--- config.mk ---
export PLATFORM = sky130hd
export DESIGN_NAME = instr_fifo
export DESIGN_NICKNAME = d
export VERILOG_FILES = /design/src/rtl/cpu_defs.sv /design/src/rtl/instr_fifo_mem.sv /design/src/rtl/instr_fifo.sv
export SDC_FILE = /design/constraint.sdc
export NUM_CORES = 1
export LEC_CHECK = 0
export ABC_CLOCK_PERIOD_IN_PS = 2700
export CORE_ASPECT_RATIO = 1.25
export CORE_UTILIZATION = 40
export DETAILED_ROUTE_END_ITERATION = 10
export PLACE_DENSITY = 0.65
export SLEW_MARGIN = 25
export SYNTH_ARGS = -nofsm -noshare
export SYNTH_HDL_FRONTEND = slang
export SYNTH_SLANG_ARGS = --single-unit
--- constraint.sdc ---
create_clock -name clk -period 2.7 [get_ports clk]
set_input_delay 0.54 -clock clk [delete_from_list [all_inputs] [get_ports clk]]
set_output_delay 0.54 -clock clk [all_outputs]
set_load 0.02 [all_outputs]
--- src/rtl/cpu_defs.sv ---
// cpu_defs: definitions shared between the CPU core and its instruction
// prefetch FIFO.
//   cpu_state_t    - four-state core cycle (FETCH/DECODE/EXECUTE/WRITEBACK)
//   CPU_BYTE_W     - width of the core's instruction/immediate byte bus
//   FIFO_DEPTH_DEF - default number of prefetch FIFO entries
//   ptr_w()        - pointer width needed to address a FIFO of given depth
package cpu_defs;

  typedef enum logic [1:0] {
    FETCH     = 2'b00,
    DECODE    = 2'b01,
    EXECUTE   = 2'b10,
    WRITEBACK = 2'b11
  } cpu_state_t;

  localparam int CPU_BYTE_W     = 8;
  localparam int FIFO_DEPTH_DEF = 8;

  // Pointer width for a power-of-two depth; never below 1 so that a
  // degenerate depth still yields a legal vector.
  function automatic int ptr_w(input int depth);
    return (depth > 1) ? $clog2(depth) : 1;
  endfunction

endpackage

--- src/rtl/instr_fifo_mem.sv ---
// instr_fifo_mem: DEPTH x WIDTH storage for the instruction prefetch FIFO.
// One synchronous write port and one asynchronous (combinational) read port.
// Storage has no reset; validity of entries is tracked by the owner.
//   clk     - clock, writes on rising edge
//   wr_en   - write strobe
//   wr_addr - write address
//   wr_data - write data
//   rd_addr - read address
//   rd_data - read data, combinational from rd_addr
module instr_fifo_mem
  import cpu_defs::*;
#(
  parameter int DEPTH = FIFO_DEPTH_DEF,
  parameter int WIDTH = CPU_BYTE_W,
  parameter int AW    = ptr_w(DEPTH)
) (
  input  logic             clk,
  input  logic             wr_en,
  input  logic [AW-1:0]    wr_addr,
  input  logic [WIDTH-1:0] wr_data,
  input  logic [AW-1:0]    rd_addr,
  output logic [WIDTH-1:0] rd_data
);

  logic [WIDTH-1:0] mem [DEPTH];

  always_ff @(posedge clk) begin
    if (wr_en) begin
      mem[wr_addr] <= wr_data;
    end
  end

  // Fall-through read: the head byte is visible in the same cycle the
  // pointer points at it.
  assign rd_data = mem[rd_addr];

endmodule

--- src/rtl/instr_fifo.sv ---
// instr_fifo: instruction prefetch FIFO between a byte-pushing host and the
// CPU core's instruction/immediate byte input.
//   clk       - clock
//   rst_n     - asynchronous active-low reset
//   in_data   - host byte
//   in_valid  - host byte present
//   in_ready  - FIFO can accept (count != DEPTH)
//   out_data  - head byte, first-word fall-through, 0 when empty
//   out_valid - head byte present (count != 0)
//   pop       - core consumes the head byte
//   flush     - discard all entries (priority over push/pop)
//   stall     - pop requested with nothing to give
//   count     - occupancy
//   underflow - sticky, set on pop while empty, cleared only by reset
module instr_fifo
  import cpu_defs::*;
#(
  parameter int DEPTH = FIFO_DEPTH_DEF,
  parameter int WIDTH = CPU_BYTE_W
) (
  input  logic                     clk,
  input  logic                     rst_n,
  input  logic [WIDTH-1:0]         in_data,
  input  logic                     in_valid,
  output logic                     in_ready,
  output logic [WIDTH-1:0]         out_data,
  output logic                     out_valid,
  input  logic                     pop,
  input  logic                     flush,
  output logic                     stall,
  output logic [$clog2(DEPTH):0]   count,
  output logic                     underflow
);

  localparam int AW = ptr_w(DEPTH);
  localparam int CW = $clog2(DEPTH) + 1;
  localparam logic [CW-1:0] FULL_CNT = CW'(DEPTH);

  logic [AW-1:0]    wr_ptr_reg;
  logic [AW-1:0]    rd_ptr_reg;
  logic [CW-1:0]    count_reg;
  logic             underflow_reg;
  logic [WIDTH-1:0] head_data;

  logic push_ok;
  logic pop_ok;
  logic wr_en;

  // Handshake flags depend only on registered occupancy; a pop in the same
  // cycle never opens a slot for a push when full.
  assign in_ready  = (count_reg != FULL_CNT);
  assign out_valid = (count_reg != '0);
  assign push_ok   = in_valid & in_ready;
  assign pop_ok    = pop & out_valid;
  assign stall     = pop & ~out_valid;

  // Flush wins over a push in the same cycle, so the write is suppressed too.
  assign wr_en = push_ok & ~flush;

  instr_fifo_mem #(
    .DEPTH (DEPTH),
    .WIDTH (WIDTH),
    .AW    (AW)
  ) u_mem (
    .clk     (clk),
    .wr_en   (wr_en),
    .wr_addr (wr_ptr_reg),
    .wr_data (in_data),
    .rd_addr (rd_ptr_reg),
    .rd_data (head_data)
  );

  // Stale storage must never leak out while empty.
  assign out_data  = out_valid ? head_data : '0;
  assign count     = count_reg;
  assign underflow = underflow_reg;

  always_ff @(posedge clk or negedge rst_n) begin
    if (!rst_n) begin
      wr_ptr_reg <= '0;
      rd_ptr_reg <= '0;
      count_reg  <= '0;
    end else if (flush) begin
      wr_ptr_reg <= '0;
      rd_ptr_reg <= '0;
      count_reg  <= '0;
    end else begin
      if (push_ok) begin
        wr_ptr_reg <= wr_ptr_reg + 1'b1;
      end
      if (pop_ok) begin
        rd_ptr_reg <= rd_ptr_reg + 1'b1;
      end
      case ({push_ok, pop_ok})
        2'b10:   count_reg <= count_reg + 1'b1;
        2'b01:   count_reg <= count_reg - 1'b1;
        default: count_reg <= count_reg;
      endcase
    end
  end

  // Underflow is independent of flush: a pop against an empty FIFO is a
  // core-side protocol event worth remembering regardless of discards.
  always_ff @(posedge clk or negedge rst_n) begin
    if (!rst_n) begin
      underflow_reg <= 1'b0;
    end else if (stall) begin
      underflow_reg <= 1'b1;
    end
  end

endmodule
==> results of run 1 <==
[worst reg2reg max path, cell delays in order, from the launching register on]
cell	delay, ns
dfrtp_1	0.48
o41a_1	0.45
nand2_2	0.12
inv_2	0.06
ha_1	0.32
a21oi_1	0.22
a21oi_1	0.10
mux2i_1	0.14
o2111ai_1	0.14
[stage by stage]
stage,hold slack [ns],setup slack (ns),instance area [um2]
after floorplan,0.244,0.221,3210
after global placement,0.452,0.313,3710
after detailed placement,0.455,0.257,3710
after CTS,0.473,0.0928,3920
after global routing,0.486,0.0553,3920
final,0.470,0.117,3920
[layer usage]
layer	share of wire, %	vias up
li1	-	821
met5	0	-
met2	50	46
met3	3.9	10
met4	1.5	0
met1	44	917
[what timing repair did]
action / CTS / global route
resized for setup: 8 / 0
setup endpoints to repair: 8 / 0
hold buffers: 0 / 0
[Yosys cell counts (3+ instances only)]
| library cell | count |
|---|---|
| nor2_1 | 23 |
| a21oi_1 | 4 |
| nor3_1 | 4 |
| nand2b_1 | 4 |
| edfxtp_1 | 64 |
| xor2_1 | 3 |
| dfrtp_1 | 11 |
| mux2i_1 | 12 |
| mux4_2 | 16 |
| nand2_1 | 4 |
| xnor2_1 | 3 |
| nand3_1 | 4 |
| ha_1 | 4 |
| buf_2 | 3 |
[cell usage in the layout (no fill, tap or decap), types with 8 or more instances in the layout]
cell             count
edfxtp_1            64
nor2_1              23
clkdlybuf4s50_1     20
buf_4               19
mux4_2              16
mux2i_1             12
dfrtp_1             11
clkbuf_8             9
dlygate4sd2_1        8
[path summary, 6_finish.rpt]
check	slack, ns	depth (start not counted)	end	start
worst max-delay path	0.12	2	in_ready	count[2]
worst min-delay path	0.47	1	underflow	underflow
worst max register to register	0.53	8	count[3]	count[3]
worst min register to register	0.47	1	underflow	underflow
max in group asynchronous	1.81	1	rd_ptr_reg[0]	rst_n
min in group asynchronous	0.54	1	count[0]	rst_n
[cells by family after synthesis]
kind of cell             Yosys count  synth area share (%)
multiplexers                      28                  15.0
AO/OA/AOI/OAI                     11                  3.12
flip-flops                        75                  68.5
XOR/XNOR                           6                  1.64
buffers and inverters             13                  2.07
AND/OR/NAND/NOR                   51                  8.15
adder cells (fa/ha/maj)            4                  1.56
[cell type report]
| type | count | area [um2] |
|---|---|---|
| clock inverter | 6 | 91.3 |
| clock buffer | 9 | 124 |
| tap | 95 | 119 |
| inverter | 2 | 7.51 |
| fill | 679 | 3880 |
| sequential | 75 | 2200 |
| multi-input combinational | 100 | 945 |
| timing repair buffer | 48 | 433 |
[power breakdown]
| part | internal (mW) | switching, mW | leakage [nW] |
|---|---|---|---|
| sequential | 1.33 | 0.0700 | 0.721 |
| clock | 0.518 | 0.404 | 0.109 |
| combinational | 0.582 | 0.635 | 0.534 |
| total | 2.43 | 1.11 | 1.36 |
==> results.md, run 1 <==
* Status: finished clean
* Cell row count at 36
* Die area at around 0.0084 mm2
* Vias per Instance at between 5 and 6
* Postcts setup bufs at 0
* Final setup vio count at 0
* Wirelength, routed at slightly above 6 mm
* Synth Cell Area at approximately 0.0032 mm2
* Cell count after synthesis at between 150 and 200
* Post-Layout Cell Count at 335
* Initial core utilization at between 40% and 50%
* VDD IR max at roughly 0.48 mV
* Seq/Total Area, Yosys at between 60% and 70%
* Die Ht at 102 um
* Largest delay share family, worst path: simple AND/OR/NAND/NOR gates
* GR Util met2 at 26.8%
* PD cells at approximately 900 mW/mm2
* Routing usage on met3 at around 3.3%
* #FFs+latches synth at 75
* Final-report max-slew violation count at 0
* CP Launch Type: register
* Worst path bufs/invs at 1
* DR DRC count at 0
* Drt pass-1 iters at 6
* Worst slew pin tran at 0.524 ns
* Crit path kind: reg -> out
* Tot Pwr at 3.54 mW
* Final Net Count at 253
* Largest net degree at the start of global routing at 19
* Placed insts at 320
* GR Overflow Total at 0
* Crit-path cells: or4b_1 > clkdlybuf4s50_1
* CTS Buf Count at 9
* Max reg flops at 64
* Minimum clock period at around 2.6 ns
* H-Tree Depth at 3
* Fin. Hold Viols at 0
* Yosys top cell by area: edfxtp_1
* Net Count, Synth at between 200 and 250
* Synth top area share at 59.9%
* Number of clock sinks at 75
* Primary FF master, synth: edfxtp_1
* Core area at between 0.007 and 0.008 mm2
* Lkg Pwr at about 1.4 nW
* Die W at 82.1 um
* Largest stage delay on the critical path at 0.62 ns
* Yosys warnings at 0
* WL/cell at roughly 18 um
* Global-route usage over all layers at between 10% and 20%
* Crit-path max FO at 9
* Peak Freq at 387 MHz
* Post-synth EDFFs at 64
* Initial antenna violation count at 0
* Area Overhead vs Synth at 22.1%
* Clk root buf: clkbuf_8
* CTS tree: built
* Unique masters post-synth at 37
* Later-pin clock latency in the skew report at 0.34 ns
* First-pass GRT wire length at 9.80 mm
* Post-route ant nets at 0
* DP Wirelength at around 4 mm
* Vias at about 1800
* Clock slew at reported path FFs at around 0.080 ns
* Bufs on Longest Clock Path at 2
* Mean Syn Cell Area at around 17 um2
* Crit. End Element: primary output
* RSZ-0062 raised after global routing: false
* CP Data Arrival Time at ~2.0 ns
* DRT iter0 DRCs at 120
* Slew HR at 64.9%
* Setup_tns at 0 ns
* Final period util at 95.7%
* M1 GR Usage at about 22%
* Io pins at 29
* Max Cap Viol at 0
* Top cells by area, synth: edfxtp_1 60%, mux4_2 11%, dfrtp_1 8.6%
* Asr flop ratio synth at 14.7%
* Ratio of cells with drive above 1 in the final layout at a little under a quarter
* Vias in the first global route at roughly 1900
* ANT cells at 0
* Critical path's slowest cell: or4b_1
* Required @ worst endpoint at roughly 2.2 ns
* Busiest grt layer: met2
* IO buf count at 28
* Clock Skew at roughly 0.0087 ns
* Gpl congestion at between 0.8 and 0.9
* Layout Utilization at between 50% and 60%
* Worst Hold Class: reg -> reg
Power figures use the tool's default switching activity.
==> run 2, diff against run 1 <==
--- a/config.mk
+++ b/config.mk
@@ -9,6 +9,7 @@
 export CORE_ASPECT_RATIO = 1.25
 export CORE_UTILIZATION = 40
 export DETAILED_ROUTE_END_ITERATION = 10
+export MAX_ROUTING_LAYER = met4
 export PLACE_DENSITY = 0.65
 export SLEW_MARGIN = 25
 export SYNTH_ARGS = -nofsm -noshare
==> run 2 against run 1 <==
Against the previous run:
- maximum frequency shrank 0.21%
- utilization unchanged
- largest power group unchanged
- largest cell class unchanged
- worst hold slack hardly changed
- sequential share of layout area did not move
- setup slack worse by 0.0053 ns
- routed wire length about the same
- non-clock buffer count is the same
- first-iteration DRC count fell by 1.7%
- die area is the same
- register-to-register slack is essentially flat
- final area is the same
==> results.md, run 2 (synthesis gave the netlist of run 1 again) <==
* R2r startpoint: count[3]
* Max Cap Viol at 0 (unchanged)
* Minimum clock period at 2.59 ns (+0.00534 ns)
* Final Net Count at 253 (unchanged)
* Gpl congestion at 0.834 (+1.5%)
* CTS tree: built
* CP Depth at 2 (unchanged)
* Max reg flops at 64 (unchanged)
* CP Data Arrival Time at 2.05 ns (about the same)
* Setup_tns at 0 ns (unchanged)
* R2R depth at 8 (unchanged)
* DP Wirelength at 3.94 mm (unchanged)
* Crit-path max FO at 9 (unchanged)
* Crit-path cells: or4b_1 > clkdlybuf4s50_1
* Worst Hold Slack at 0.470 ns (-0.000153 ns)
* Status: finished clean
* Critical path's slowest cell: or4b_1
* Worst path bufs/invs at 1 (unchanged)
* Post-route ant nets at 0 (unchanged)
* Hold_buf cts at 0 (unchanged)
* ANT cells at 0 (unchanged)
* DR DRC count at 0 (unchanged)
* GR Util met2 at 26.8% (-0.064 points)
* Core area at 0.00779 mm2 (unchanged)
* Clock Skew at 0.00945 ns (+0.000718 ns)
* Final period util at 95.9% (+0.20 points)
* Required @ worst endpoint at 2.16 ns (about the same)
* GR Overflow Total at 0 (unchanged)
* Vias in the first global route at 1856 (+0.11%)
* Die area at 0.00838 mm2 (unchanged)
* CP Launch Type: register
* Worst slew pin tran at 0.523 ns (-0.000859 ns)
* Crit path capture: in_ready
* Crit. End Element: primary output
* RSZ-0062 raised after global routing: false
* Worst Hold Class: reg -> reg
* Later-pin clock latency in the skew report at 0.34 ns (about the same)
* Bufs on Longest Clock Path at 2 (unchanged)
* Commonest non-fill, non-tap cell in the layout: edfxtp_1
* Drt pass-1 iters at 6 (unchanged)
* Number of fill cells in the layout at 679 (unchanged)
* Die Ht at 102 um (unchanged)
* Busiest grt layer: met2
* Worst R2R End: count[3]
* Initial antenna violation count at 0 (unchanged)
* Largest stage delay on the critical path at 0.62 ns (about the same)
* First-pass GRT wire length at 9.83 mm (+0.21%)
* Final-report max-slew violation count at 0 (unchanged)
* Fin. Hold Viols at 0 (unchanged)
* DRT iter0 DRCs at 118 (-1.7%)
* Routing usage on met3 at 4.38% (+1.1 points)
* Number of clock sinks at 75 (unchanged)
* IO buf count at 28 (unchanged)
* Postcts setup bufs at 0 (unchanged)
* Largest delay share family, worst path: simple AND/OR/NAND/NOR gates
* Clock slew at reported path FFs at 0.08 ns (about the same)
* VDD IR max at 0.477 mV (-0.11%)
* Wirelength, routed at 6.07 mm (about the same)
* PD cells at 904 mW/mm2 (about the same)
* Largest net degree at the start of global routing at 19 (unchanged)
* Peak Freq at 386 MHz (-0.21%)
* CTS resizes at 8 (unchanged)
* Vias at 1798 (+0.22%)
* Clk root buf: clkbuf_8
* Slew HR at 65.0% (about the same)
* Crit path kind: reg -> out
* Die W at 82.1 um (unchanged)
* Vias per Instance at 5.37 (+0.22%)
* M1 GR Usage at 22.1% (+0.12 points)
* Io pins at 29 (unchanged)
* Cell row count at 36 (unchanged)
* Ratio of cells with drive above 1 in the final layout at 23.8% (unchanged)
* CTS Buf Count at 9 (unchanged)
* Lkg Pwr at 1.36 nW (unchanged)
* Global-route usage over all layers at 17.2% (+0.60 points)
* Area Overhead vs Synth at 22.1% (unchanged)
* Most frequent cells in the layout: 64 x edfxtp_1, 23 x nor2_1, 20 x clkdlybuf4s50_1
* H-Tree Depth at 3 (unchanged)
* Initial core utilization at 41.2% (unchanged)
* Reg2Reg Setup Slack at 0.53 ns (about the same)
* WL/cell at 18.1 um (about the same)
* Final setup vio count at 0 (unchanged)
* Critical Path Start: count[2]
==> run 2: final cells by class <==
type / count / area (um2) / area share (%)
clock inverter: 6 / 91.3 / 2.33
multi-input combinational: 100 / 945 / 24.1
timing repair buffer: 48 / 433 / 11.1
inverter: 2 / 7.51 / 0.192
tap: 95 / 119 / 3.04
sequential: 75 / 2200 / 56.1
clock buffer: 9 / 124 / 3.16
==> run 2: metal layers <==
layer  up-vias  share of wire (%)
met1       931                 44
met5         -                  0
met3         4                3.9
met2        42                 51
li1        821                  -
met4         0               0.72
==> run 2: how the worst min path moves through the flow <==
stage	startpoint	to	slack [ns]	cells past startpoint
2_1_floorplan	rst_n	count[0]	0.24	0
3_3_place_gp	underflow	underflow	0.45	1
3_5_place_dp	underflow	underflow	0.45	1
4_1_cts	underflow	underflow	0.47	1
5_1_grt	underflow	underflow	0.49	1
6_report	underflow	underflow	0.47	1
==> run 2: power breakdown <==
part,internal (mW),switching [mW],leakage (nW)
logic,0.582,0.633,0.534
registers,1.33,0.0704,0.721
clock network,0.518,0.405,0.109
total,2.43,1.11,1.36
==> run 2: stage by stage <==
| step | power [mW] | util, % | cells | cell area [um2] | worst slack [ns] |
|---|---|---|---|---|---|
| 2_1_floorplan | 2.23 | - | 188 | 3210 | 0.221 |
| 3_3_place_gp | 2.70 | 47.6 | 320 | 3710 | 0.313 |
| 3_5_place_dp | 2.72 | 47.6 | 320 | 3710 | 0.257 |
| 4_1_cts | 3.59 | 50.3 | 335 | 3920 | 0.0928 |
| 5_1_grt | 3.75 | 50.3 | 335 | 3920 | 0.0499 |
| 6_report | 3.54 | 50.3 | 335 | 3920 | 0.111 |
==> run 3, diff against run 2 <==
--- a/config.mk
+++ b/config.mk
@@ -10,7 +10,7 @@
 export CORE_UTILIZATION = 40
 export DETAILED_ROUTE_END_ITERATION = 10
 export MAX_ROUTING_LAYER = met4
-export PLACE_DENSITY = 0.65
+export PLACE_DENSITY_LB_ADDON = 0.15
 export SLEW_MARGIN = 25
 export SYNTH_ARGS = -nofsm -noshare
 export SYNTH_HDL_FRONTEND = slang
==> run 3 against run 2 <==
Against the previous run:
- worst hold slack improved by 0.0044 ns
- sequential share of layout area decreased by 0.81 points
- sequential power barely moved
- routed wire length is 8.7% higher
- clock skew barely moved
- cell count is 3.0% higher
- via count grew 3.4%
- global-route usage up 1.4 points
- count of clock-buffer cells in the layout is the same
- utilization up 0.74 points
- clock power shrank 3.0%
- non-clock buffer count is 9 higher
- largest power group unchanged
- highest routed layer unchanged
==> results.md, run 3 (synthesis gave the netlist of run 1 again) <==
* Peak Freq at 384 MHz (-0.52%)
* Worst Hold Class: reg -> reg
* Fin. Hold Viols at 0 (unchanged)
* CP Launch Type: register
* DP Wirelength at 4.71 mm (+19%)
* Status: finished clean
* GR Overflow Total at 0 (unchanged)
* RSZ-0062 raised after global routing: false
* Hold EP: underflow
* VDD IR max at 0.434 mV (-9.1%)
* Die W at 82.1 um (unchanged)
* Core area at 0.00779 mm2 (unchanged)
* Io pins at 29 (unchanged)
* Die area at 0.00838 mm2 (unchanged)
* Crit-path max FO at 5 (-4)
* Final setup vio count at 0 (unchanged)
* Sequential Power Share at 39.2% (-0.4 points)
* Global-route usage over all layers at 18.7% (+1.4 points)
* Final-report max-slew violation count at 0 (unchanged)
* Number of clock sinks at 75 (unchanged)
* Lkg Pwr at 1.42 nW (+3.9%)
* Tot Pwr at 3.57 mW (+1.0%)
* Wirelength, routed at 6.60 mm (+8.7%)
* Initial antenna violation count at 0 (unchanged)
* Clock Skew at 0.00927 ns (-0.000179 ns)
* Vias in the first global route at 1930 (+4.0%)
* Commonest non-fill, non-tap cell in the layout: edfxtp_1
* Final period util at 96.4% (+0.51 points)
* Worst R2R End: count[3]
* R2r startpoint: count[1]
* Cell row count at 36 (unchanged)
* Clock power share at 25.0% (-1.1 points)
* Ratio of cells with drive above 1 in the final layout at 26.8% (+3.1 points)
* Combinational Power Share at 35.8% (+1.5 points)
* DR DRC count at 0 (unchanged)
* WL/cell at 19.1 um (+5.5%)
* Minimum clock period at 2.60 ns (+0.0137 ns)
* Clk root buf: clkbuf_8
* IO buf count at 28 (unchanged)
* Hold path start: underflow
* Gpl congestion at 0.761 (-8.7%)
* ANT cells at 0 (unchanged)
* Largest net degree at the start of global routing at 16 (-3)
* Placed insts at 329 (+2.8%)
* Max reg flops at 64 (unchanged)
* Setup_tns at 0 ns (unchanged)
* Clock slew at reported path FFs at 0.09 ns (about the same)
* Area Overhead vs Synth at 23.9%
* Internal at 2.38 mW (-1.9%)
* Max Cap Viol at 0 (unchanged)
* Drt pass-1 iters at 5 (-1)
* Number of fill cells in the layout at 667 (-1.8%)
* Most frequent cells in the layout: 64 x edfxtp_1, 27 x buf_4, 23 x nor2_1
* Die Ht at 102 um (unchanged)
* Bufs on Longest Clock Path at 2 (unchanged)
* Hold_buf cts at 0 (unchanged)
* Placed cell area at 0.00377 mm2 (+1.5%)
* R2R depth at 9 (+1)
* Post-route ant nets at 0 (unchanged)
* CTS tree: built
* Later-pin clock latency in the skew report at 0.35 ns (about the same)
* H-Tree Depth at 3 (unchanged)
* PD cells at 900 mW/mm2 (-0.44%)
* Required @ worst endpoint at 2.16 ns (about the same)
* Initial core utilization at 41.2% (unchanged)
* Crit. End Element: primary output
* Reg2Reg Setup Slack at 0.32 ns (-0.21 ns)
* First-pass GRT wire length at 10.3 mm (+5.2%)
* DRT iter0 DRCs at 101 (-14%)
* Vias at 1860 (+3.4%)
* Worst slew pin tran at 0.578 ns (+0.0546 ns)
* Hold Crit Depth at 1 (unchanged)
* Final Net Count at 262 (+3.6%)
* Worst Hold Slack at 0.474 ns (+0.00439 ns)
* CP Data Arrival Time at 2.06 ns (about the same)
* Slew HR at 61.2% (-3.8 points)
* CTS Buf Count at 9 (unchanged)
* Switching Power at 1.19 mW (+7.5%)
* Post-route cell area at 0.00397 mm2 (+1.5%)
* Sw Share at 33.3% (+2.0 points)
* Crit path kind: reg -> out
* Post-Layout Cell Count at 345 (+3.0%)
* Vias per Instance at 5.39 (+0.45%)
[run 3: worst max-delay path, cell delays in order, from the launching register on]
cell,delay (ns)
dfrtp_1,0.46
or4b_1,0.66
clkdlybuf4s50_1,0.58
[run 3: worst max path at each step]
stage             startpoint              end  slack (ns)
5_1_grt        rd_ptr_reg[0]      out_data[5]        0.01
6_report            count[1]         in_ready         0.1
2_1_floorplan       count[0]  u_mem.mem[0][0]        0.22
3_3_place_gp        in_valid  u_mem.mem[1][1]        0.19
4_1_cts             count[3]            stall        0.03
3_5_place_dp        in_valid  u_mem.mem[1][1]        0.17
[run 3: layer usage]
metal	vias to the layer above	part of all wire (%)	GRT usage, %
met1	943	38	20.6
met4	0	2.6	9.72
met2	58	55	32.0
met3	14	4.1	2.95
met5	-	0	-
li1	845	-	-
[run 3: layout make-up]
| class | count | area, um2 | area share, % |
|---|---|---|---|
| sequential | 75 | 2200 | 55.3 |
| multi-input combinational | 100 | 945 | 23.8 |
| timing repair buffer | 57 | 498 | 12.5 |
| clock buffer | 9 | 124 | 3.12 |
| tap | 95 | 119 | 2.99 |
| clock inverter | 7 | 83.8 | 2.11 |
| inverter | 2 | 7.51 | 0.189 |
[run 3: what timing repair did]
action                     in CTS  in global routing
resized for setup              10                  1
setup buffers                   0                  0
setup endpoints to repair       8                  1
[run 3: per-stage QoR]
step / worst slack (ns) / util, %
3_5_place_dp: 0.172 / 48.3
4_1_cts: 0.0320 / 51.0
3_3_place_gp: 0.193 / 48.3
2_1_floorplan: 0.221 / -
6_report: 0.0975 / 51.0
5_1_grt: 0.0149 / 51.0
[run 3: power groups by stage]
stage	clock network, mW	logic, mW	registers, mW
floorplan	0	0.808	1.42
global placement	0	1.32	1.42
detailed placement	0	1.34	1.42
CTS	0.919	1.30	1.40
global route	0.963	1.39	1.41
finish	0.895	1.28	1.40
